**src/rtl/memory_sram_adapter_pkg.sv**
```systemverilog
// Shared types for the SRAM adapter: access size codes, operation codes, FSM states.
// Latency: n/a (types and a pure helper function only).
// Backpressure: n/a.
package memory_sram_adapter_pkg;

  typedef enum logic [1:0] {
    SIZE_BYTE     = 2'd0,
    SIZE_HALF     = 2'd1,
    SIZE_WORD     = 2'd2,
    SIZE_WORD_ALT = 2'd3
  } size_e;

  typedef enum logic {
    OP_READ  = 1'b0,
    OP_WRITE = 1'b1
  } op_e;

  typedef enum logic [2:0] {
    ST_IDLE        = 3'd0,
    ST_ACCESS_LOW  = 3'd1,
    ST_WAIT_LOW    = 3'd2,
    ST_ACCESS_HIGH = 3'd3,
    ST_WAIT_HIGH   = 3'd4,
    ST_DONE        = 3'd5
  } state_e;

  // Byte count for a size code; code 3 behaves as a full word.
  function automatic logic [2:0] size_bytes(input logic [1:0] size);
    case (size)
      SIZE_BYTE: size_bytes = 3'd1;
      SIZE_HALF: size_bytes = 3'd2;
      default:   size_bytes = 3'd4;
    endcase
  endfunction

endpackage

```
**src/rtl/memory_lane_shifter.sv**
```systemverilog
// Byte-lane steering: byte enables and write data for both halves of a (possibly split) access, plus read alignment.
// Latency: purely combinational.
// Backpressure: none; outputs follow inputs.
module memory_lane_shifter
  import memory_sram_adapter_pkg::*;
(
  input  logic [1:0]  size_i,
  input  logic [1:0]  offset_i,
  input  logic [31:0] wdata_i,
  input  logic [31:0] rdata_lo_i,
  input  logic [31:0] rdata_hi_i,
  output logic        split_o,
  output logic [3:0]  be_lo_o,
  output logic [3:0]  be_hi_o,
  output logic [31:0] wdata_lo_o,
  output logic [31:0] wdata_hi_o,
  output logic [31:0] rdata_o
);

  logic [2:0]  nbytes;
  logic [3:0]  span;
  logic [7:0]  mask8;
  logic [63:0] wide_w;
  logic [63:0] wide_r;
  logic [31:0] rmask;

  // An 8-lane mask over two adjacent words: the low nibble is the first
  // transaction, the high nibble the spill-over into the next word.
  always_comb begin
    nbytes     = size_bytes(size_i);
    span       = {2'b00, offset_i} + {1'b0, nbytes};
    split_o    = (span > 4'd4);
    mask8      = ((8'd1 << nbytes) - 8'd1) << offset_i;
    be_lo_o    = mask8[3:0];
    be_hi_o    = mask8[7:4];
    wide_w     = {32'd0, wdata_i} << {offset_i, 3'b000};
    wdata_lo_o = wide_w[31:0];
    wdata_hi_o = wide_w[63:32];
    wide_r     = {rdata_hi_i, rdata_lo_i} >> {offset_i, 3'b000};
    case (nbytes)
      3'd1:    rmask = 32'h0000_00FF;
      3'd2:    rmask = 32'h0000_FFFF;
      default: rmask = 32'hFFFF_FFFF;
    endcase
    rdata_o = wide_r[31:0] & rmask;
  end

endmodule

```
**src/rtl/memory_sram_adapter.sv**
```systemverilog
// Arbiter-to-SRAM bridge: enable/ready request in, one or two word-wide SRAM strobes out (split at word boundary).
// Latency: aligned write ready cycle 2, aligned read 2+READ_LATENCY; split adds one strobe (write) or strobe+latency (read).
// Backpressure: ready is held until enable drops; a request abandoned early still finishes its SRAM strobes silently.
module memory_sram_adapter
  import memory_sram_adapter_pkg::*;
#(
  parameter int SIZE         = 32,
  parameter int READ_LATENCY = 1
) (
  input  logic            clock,
  input  logic            reset_n,
  input  logic            memory_enable,
  input  logic            memory_operation,
  output logic            memory_ready,
  input  logic [1:0]      memory_data_size,
  input  logic [SIZE-1:0] memory_address,
  output logic [31:0]     memory_data_in,
  input  logic [31:0]     memory_data_out,
  output logic            sram_enable,
  output logic            sram_write,
  output logic [SIZE-3:0] sram_address,
  output logic [3:0]      sram_byte_enable,
  output logic [31:0]     sram_write_data,
  input  logic [31:0]     sram_read_data
);

  localparam int CW = (READ_LATENCY > 1) ? $clog2(READ_LATENCY + 1) : 1;

  state_e          state_q, state_d;
  logic            op_q, op_d;
  logic [1:0]      size_q, size_d;
  logic [SIZE-1:0] addr_q, addr_d;
  logic [31:0]     wdata_q, wdata_d;
  logic [31:0]     lo_q, lo_d;
  logic [CW-1:0]   cnt_q, cnt_d;
  logic            aborted_q, aborted_d;
  logic            ready_q, ready_d;
  logic [31:0]     data_in_q, data_in_d;
  logic            sen_q, sen_d;
  logic            swr_q, swr_d;
  logic [SIZE-3:0] saddr_q, saddr_d;
  logic [3:0]      sbe_q, sbe_d;
  logic [31:0]     swd_q, swd_d;

  logic            idle;
  logic [1:0]      sel_size;
  logic [1:0]      sel_off;
  logic [31:0]     sel_wdata;
  logic [31:0]     rd_lo;
  logic            split;
  logic [3:0]      be_lo, be_hi;
  logic [31:0]     wd_lo, wd_hi;
  logic [31:0]     rdata;
  logic            abort_now;
  logic            lat_done;

  // In IDLE the first strobe is computed from the live request so it can be
  // registered on the same edge that latches it; afterwards the latched copy is used.
  assign idle      = (state_q == ST_IDLE);
  assign sel_size  = idle ? memory_data_size     : size_q;
  assign sel_off   = idle ? memory_address[1:0]  : addr_q[1:0];
  assign sel_wdata = idle ? memory_data_out      : wdata_q;
  assign rd_lo     = (state_q == ST_WAIT_HIGH) ? lo_q : sram_read_data;
  assign abort_now = aborted_q | ~memory_enable;
  assign lat_done  = (cnt_q == CW'(READ_LATENCY));

  memory_lane_shifter u_shifter (
    .size_i     (sel_size),
    .offset_i   (sel_off),
    .wdata_i    (sel_wdata),
    .rdata_lo_i (rd_lo),
    .rdata_hi_i (sram_read_data),
    .split_o    (split),
    .be_lo_o    (be_lo),
    .be_hi_o    (be_hi),
    .wdata_lo_o (wd_lo),
    .wdata_hi_o (wd_hi),
    .rdata_o    (rdata)
  );

  // Next-state and registered-output logic; SRAM outputs default to idle (all zero) every cycle.
  always_comb begin
    state_d   = state_q;
    op_d      = op_q;
    size_d    = size_q;
    addr_d    = addr_q;
    wdata_d   = wdata_q;
    lo_d      = lo_q;
    cnt_d     = cnt_q;
    aborted_d = aborted_q | ~memory_enable;
    ready_d   = 1'b0;
    data_in_d = data_in_q;
    sen_d     = 1'b0;
    swr_d     = 1'b0;
    saddr_d   = '0;
    sbe_d     = 4'd0;
    swd_d     = 32'd0;
    case (state_q)
      ST_IDLE: begin
        aborted_d = 1'b0;
        data_in_d = 32'd0;
        if (memory_enable) begin
          op_d    = memory_operation;
          size_d  = memory_data_size;
          addr_d  = memory_address;
          wdata_d = memory_data_out;
          state_d = ST_ACCESS_LOW;
          sen_d   = 1'b1;
          swr_d   = memory_operation;
          saddr_d = memory_address[SIZE-1:2];
          sbe_d   = be_lo;
          swd_d   = (memory_operation == OP_WRITE) ? wd_lo : 32'd0;
        end
      end
      ST_ACCESS_LOW: begin
        if (op_q == OP_READ) begin
          state_d = ST_WAIT_LOW;
          cnt_d   = CW'(1);
        end else if (split) begin
          state_d = ST_ACCESS_HIGH;
          sen_d   = 1'b1;
          swr_d   = 1'b1;
          saddr_d = addr_q[SIZE-1:2] + (SIZE-2)'(1);
          sbe_d   = be_hi;
          swd_d   = wd_hi;
        end else begin
          state_d = ST_DONE;
          ready_d = ~abort_now;
        end
      end
      ST_WAIT_LOW: begin
        if (lat_done) begin
          lo_d = sram_read_data;
          if (split) begin
            state_d = ST_ACCESS_HIGH;
            sen_d   = 1'b1;
            saddr_d = addr_q[SIZE-1:2] + (SIZE-2)'(1);
            sbe_d   = be_hi;
          end else begin
            state_d   = ST_DONE;
            ready_d   = ~abort_now;
            data_in_d = rdata;
          end
        end else begin
          cnt_d = cnt_q + CW'(1);
        end
      end
      ST_ACCESS_HIGH: begin
        if (op_q == OP_READ) begin
          state_d = ST_WAIT_HIGH;
          cnt_d   = CW'(1);
        end else begin
          state_d = ST_DONE;
          ready_d = ~abort_now;
        end
      end
      ST_WAIT_HIGH: begin
        if (lat_done) begin
          state_d   = ST_DONE;
          ready_d   = ~abort_now;
          data_in_d = rdata;
        end else begin
          cnt_d = cnt_q + CW'(1);
        end
      end
      ST_DONE: begin
        if (abort_now) begin
          state_d   = ST_IDLE;
          data_in_d = 32'd0;
        end else begin
          ready_d = 1'b1;
        end
      end
      default: state_d = ST_IDLE;
    endcase
  end

  // State, latched request and output registers.
  always_ff @(posedge clock or negedge reset_n) begin
    if (!reset_n) begin
      state_q   <= ST_IDLE;
      op_q      <= 1'b0;
      size_q    <= 2'd0;
      addr_q    <= '0;
      wdata_q   <= 32'd0;
      lo_q      <= 32'd0;
      cnt_q     <= '0;
      aborted_q <= 1'b0;
      ready_q   <= 1'b0;
      data_in_q <= 32'd0;
      sen_q     <= 1'b0;
      swr_q     <= 1'b0;
      saddr_q   <= '0;
      sbe_q     <= 4'd0;
      swd_q     <= 32'd0;
    end else begin
      state_q   <= state_d;
      op_q      <= op_d;
      size_q    <= size_d;
      addr_q    <= addr_d;
      wdata_q   <= wdata_d;
      lo_q      <= lo_d;
      cnt_q     <= cnt_d;
      aborted_q <= aborted_d;
      ready_q   <= ready_d;
      data_in_q <= data_in_d;
      sen_q     <= sen_d;
      swr_q     <= swr_d;
      saddr_q   <= saddr_d;
      sbe_q     <= sbe_d;
      swd_q     <= swd_d;
    end
  end

  assign memory_ready     = ready_q;
  assign memory_data_in   = data_in_q;
  assign sram_enable      = sen_q;
  assign sram_write       = swr_q;
  assign sram_address     = saddr_q;
  assign sram_byte_enable = sbe_q;
  assign sram_write_data  = swd_q;

endmodule

```
**config.mk**
```make
export PLATFORM = sky130hd
export DESIGN_NAME = memory_sram_adapter
export DESIGN_NICKNAME = d
export VERILOG_FILES = /design/src/rtl/memory_sram_adapter_pkg.sv /design/src/rtl/memory_lane_shifter.sv /design/src/rtl/memory_sram_adapter.sv
export SDC_FILE = /design/constraint.sdc
export NUM_CORES = 1
export LEC_CHECK = 0
export BUFFER_PORTS_ARGS = -buffer_cell sky130_fd_sc_hd__clkbuf_2
export CORE_ASPECT_RATIO = 0.9
export CORE_MARGIN = 10
export CORE_UTILIZATION = 25
export CTS_CLUSTER_DIAMETER = 80
export CTS_CLUSTER_SIZE = 14
export DETAILED_ROUTE_END_ITERATION = 8
export PLACE_DENSITY_LB_ADDON = 0.08
export SYNTH_ARGS = -nofsm -noshare
export SYNTH_HDL_FRONTEND = slang
export SYNTH_HIERARCHICAL = 1
export SYNTH_SLANG_ARGS = --single-unit
```
**constraint.sdc**
```tcl
create_clock -name clock -period 6.62 [get_ports clock]
set_input_delay 0.662 -clock clock [delete_from_list [all_inputs] [get_ports clock]]
set_output_delay 0.662 -clock clock [all_outputs]
set_load 0.02 [all_outputs]
```
==> impl_summary.log <==
INFO  metric timing_max_transition_violations_final = 0
INFO  metric p_switching = 3.03 mW
INFO  metric sw_frac_of_total = about 44%
INFO  metric worst_ep_arrival_time = approximately 5.3 ns
INFO  metric async_flop_share = 100%
INFO  metric clock_tree_from_tritoncts = done
INFO  metric die-area = between 50000 and 60000 um^2
INFO  metric postSynthAreaPerCell = 10.3 um^2
INFO  metric crit_buf_inv = 1
INFO  metric cpPeakStageDelay = 0.83 ns
INFO  metric drcViolationCount = 0
INFO  metric cp_slowest_cell = sky130_fd_sc_hd__a22o_1
INFO  metric syn_inst = 1099
INFO  metric internal_power = approximately 3.8 mW
INFO  metric run_status = completed
INFO  metric worst-setup-path-type = reg2reg
INFO  metric synth_mux_area_share = 22.1%
INFO  metric core-area = 44500 um^2
INFO  metric die-width = 244 um
INFO  metric gp_routability_congestion = ~0.76
INFO  metric setup.worst_path.end_class = flip-flop
INFO  metric mappedNetlistArea = 11300 um^2
INFO  metric synth_top_family_by_area = multiplexers
INFO  metric total_leakage_power = 6.27 nW
INFO  metric total_area_of_multi_input_combinational_cells = 5580 um^2
INFO  metric worstMarginPinSlew = approximately 1.2 ns
INFO  metric n_fill_cell = 4714
INFO  metric fp.dieH = about 220 um
INFO  metric cts.sink_count = 205
INFO  metric power.density_cell_area = 513 nW/um^2
INFO  metric cts.root.buffer_cell = sky130_fd_sc_hd__clkbuf_16
INFO  metric pwr-share-seq = between 30% and 40%
INFO  metric io_buffer_count = 202
INFO  metric postRouteWirelength = 37.5 mm
INFO  metric postPlaceCellArea = ~13000 um^2
INFO  metric drt-pass1-iter-count = 5
INFO  metric synth.yosys.warnings = 6
INFO  metric synthXorXnorAreaFrac = approximately 1.2%
INFO  metric timing.final.crit_period = 4.87 ns
INFO  metric cts.repair_timing.setup_buffer_count = 0
INFO  metric ff2ff_path_depth = 11
INFO  metric post_synth_and_or_nand_nor_area_fraction = 16.6%
INFO  metric globalRouteOverflowTotal = 0
INFO  metric synth-adder-area-share = less than 1%
INFO  metric worst_clock_skew = roughly 0.022 ns
INFO  metric clk_pin_slew = 0.07 ns
INFO  metric finalCritPeriodShare = 73.5%
INFO  metric report.final.setup_viol = 0
INFO  metric comb_power_share = between 50% and 60%
INFO  metric final_layout_size_suffix_gt1_share = 30.7%
INFO  metric cts-hold-fix-buffers = 0
INFO  metric hold_viol = 0
INFO  metric initial_util = between 20 and 30%
INFO  metric via_count_of_the_first_global_routing_pass = a little under 9000
INFO  metric final_design_area_no_fill = 13400 um^2
INFO  metric cts_inserted_buffers = 21
INFO  metric floorplan.rows = 73
INFO  metric hp-class = in2async
INFO  metric post_synth_num_cell_types = 62
INFO  metric fmax = 205 MHz
INFO  metric drt_iter0_markers = about 670
INFO  metric power.clock.fraction = 16.5%
INFO  metric postSynthRegisterBits = 205
INFO  metric biggest_fanout_along_the_worst_timing_path = 25
INFO  metric grt_antenna_before_repair = 3
INFO  metric synth-seq-area-share = 45.3%
INFO  metric grt_max_degree = 110
INFO  metric synth_enable_flop_cells = 0
INFO  metric clock_path_buffers = 3
INFO  metric design.portCount = 203
INFO  metric grt_setup_unrepaired = false
INFO  metric critPathRequiredTime = 7.04 ns
INFO  metric yosys_most_used_dff = sky130_fd_sc_hd__dfrtp_1
INFO  metric ir_drop = 0.169 mV
INFO  metric area_growth = 18.1%
INFO  metric cp-start-kind = flip-flop
INFO  metric clock_tree.htree_level_count = 1
INFO  metric synth_compound_gate_area_share = 8.34%
INFO  metric maxCapViolCount = 0
INFO  metric fin_setup_tns = 0 ns
INFO  metric routed-via-count = 8558
INFO  metric num-nets-final = approximately 1400
INFO  metric wire_per_inst = 20.1 um
INFO  metric grt_first_pass_wirelength = a little under 60 mm
INFO  metric hpwl = approximately 26 mm
INFO  metric mean_number_of_vias_per_cell = 4.58
INFO  metric cp_num_cells = 11
INFO  metric crit_family = compound AO/OA/AOI/OAI gates
INFO  metric worstSkewPairLatency = 0.52 ns
INFO  metric post_cts.resized_instances = 0
INFO  metric route.antenna.remaining_nets = 0
INFO  metric grtUsageTotal = 13.5%
INFO  metric slew_headroom = 21.1%
INFO  metric seqCellArea = 5130 um^2
INFO  metric timing.critical_path.cells = nor3_2 > mux2_2 > nor2_1 > inv_1 > ha_1 > xnor2_1 > a22oi_1 > and3_1 > a22o_1 > o311ai_0 > o211ai_1
==> final timing paths <==
check / start / end / slack, ns
worst max-delay path: state_q[0]$_DFFE_PN0P_ / sram_address[15]$_DFF_PN0_ / 1.75
worst min-delay path: reset_n / sram_enable$_DFF_PN0_ / 0.18
worst max register to register: state_q[0]$_DFFE_PN0P_ / sram_address[15]$_DFF_PN0_ / 1.75
worst min register to register: wdata_q[25]$_DFFE_PN0P_ / wdata_q[25]$_DFFE_PN0P_ / 0.47
max in group asynchronous: reset_n / lo_q[7]$_DFFE_PN0P_ / 4.97
min in group clock: memory_data_out[29] / wdata_q[29]$_DFFE_PN0P_ / 0.35
==> sequential cells by signal, summed over array words and instances (netlist names), 2 cells and up <==
signal            count
memory_data_in       32
lo_q                 32
wdata_q              32
state_q               3
size_q                2
addr_q               32
sram_write_data      32
sram_byte_enable      4
sram_address         30
==> placed cells by master (no fill, tap or decap), drive strengths merged, types with 4 or more instances in the layout <==
master  count
nand2     250
clkbuf    224
dfrtp     205
mux2      100
mux2i      65
inv        50
o21ai      47
a22o       37
mux4       32
nor2       29
nor2b      24
nand3      21
and2       20
buf        14
and3       13
o211ai     12
nor3       12
xnor2      11
or4        10
nand4      10
a21oi       9
conb        8
or3         7
nand2b      5
o311ai      5
xor2        5
ha          4
==> per-layer routing <==
metal	part of all wire (%)	wire, um	global-route usage [%]	vias up
met4	1.8	678	2.81	0
met5	0	0	0	-
met1	47	17600	18.2	4239
met2	47	17700	21.9	171
met3	4.2	1560	2.64	35
li1	-	-	-	4113
==> synth_stat cells (3+ instances only) <==
| cell | number | area share [%] |
|---|---|---|
| sky130_fd_sc_hd__o311ai_0 | 5 | 0.39 |
| sky130_fd_sc_hd__and3_1 | 13 | 0.72 |
| sky130_fd_sc_hd__buf_2 | 20 | 0.88 |
| sky130_fd_sc_hd__mux4_2 | 30 | 6.0 |
| sky130_fd_sc_hd__xnor2_1 | 11 | 0.85 |
| sky130_fd_sc_hd__o21ai_0 | 47 | 2.1 |
| sky130_fd_sc_hd__ha_1 | 4 | 0.44 |
| sky130_fd_sc_hd__nor3_1 | 12 | 0.53 |
| sky130_fd_sc_hd__nor2_1 | 29 | 0.96 |
| sky130_fd_sc_hd__o211ai_1 | 12 | 0.80 |
| sky130_fd_sc_hd__a22o_1 | 37 | 2.9 |
| sky130_fd_sc_hd__buf_6 | 6 | 0.60 |
| sky130_fd_sc_hd__inv_1 | 46 | 1.5 |
| sky130_fd_sc_hd__nor2b_1 | 24 | 1.3 |
| sky130_fd_sc_hd__clkbuf_1 | 38 | 1.3 |
| sky130_fd_sc_hd__mux2_2 | 100 | 10 |
| sky130_fd_sc_hd__xor2_1 | 5 | 0.39 |
| sky130_fd_sc_hd__mux2i_1 | 65 | 5.7 |
| sky130_fd_sc_hd__a21oi_1 | 9 | 0.40 |
| sky130_fd_sc_hd__o22ai_1 | 3 | 0.17 |
| sky130_fd_sc_hd__dfrtp_1 | 205 | 45 |
| sky130_fd_sc_hd__buf_4 | 14 | 0.93 |
| sky130_fd_sc_hd__nand2_1 | 250 | 8.3 |
| sky130_fd_sc_hd__a21o_1 | 3 | 0.20 |
| sky130_fd_sc_hd__nand4_1 | 8 | 0.44 |
| sky130_fd_sc_hd__or4_1 | 9 | 0.60 |
| sky130_fd_sc_hd__or3_1 | 6 | 0.33 |
| sky130_fd_sc_hd__and2_1 | 20 | 1.1 |
| sky130_fd_sc_hd__nand2b_1 | 5 | 0.28 |
| sky130_fd_sc_hd__nand3_1 | 21 | 0.93 |
==> layout make-up <==
type / instances / share of cell area [%]
flip-flops and latches: 205 / 38.4
diodes: 2 / 0.0375
well taps: 600 / 5.62
multi-input cells: 770 / 41.8
clock inverters: 8 / 0.468
clock buffers: 23 / 3.99
inverters: 47 / 1.32
repair buffers: 215 / 8.37
==> stage by stage <==
stage	util [%]	hold WS, ns	cells	setup slack [ns]	total power [mW]
final	30.0	0.181	1870	1.75	6.85
after global routing	30.0	0.262	1869	1.17	7.43
after CTS	30.0	0.245	1868	1.72	7.01
after detailed placement	28.7	0.459	1837	1.72	5.82
after global placement	28.7	0.453	1837	1.84	5.82
after floorplan	-	0.366	1106	2.46	4.81
==> cells by family after synthesis <==
kind of cell             Yosys count
AO/OA/AOI/OAI                    134
XOR/XNOR                          16
adder cells (fa/ha/maj)            4
buffers and inverters            131
flip-flops                       205
multiplexers                     197
other                              1
AND/OR/NAND/NOR                  411
==> power by group through the flow <==
stage	logic [mW]	registers [mW]	clock network [mW]
after floorplan	2.57	2.24	0
after global placement	3.69	2.12	0
after detailed placement	3.69	2.13	0
after CTS	3.70	2.11	1.19
after global routing	4.03	2.17	1.23
final	3.62	2.10	1.13
Power figures use the tool's default switching activity.
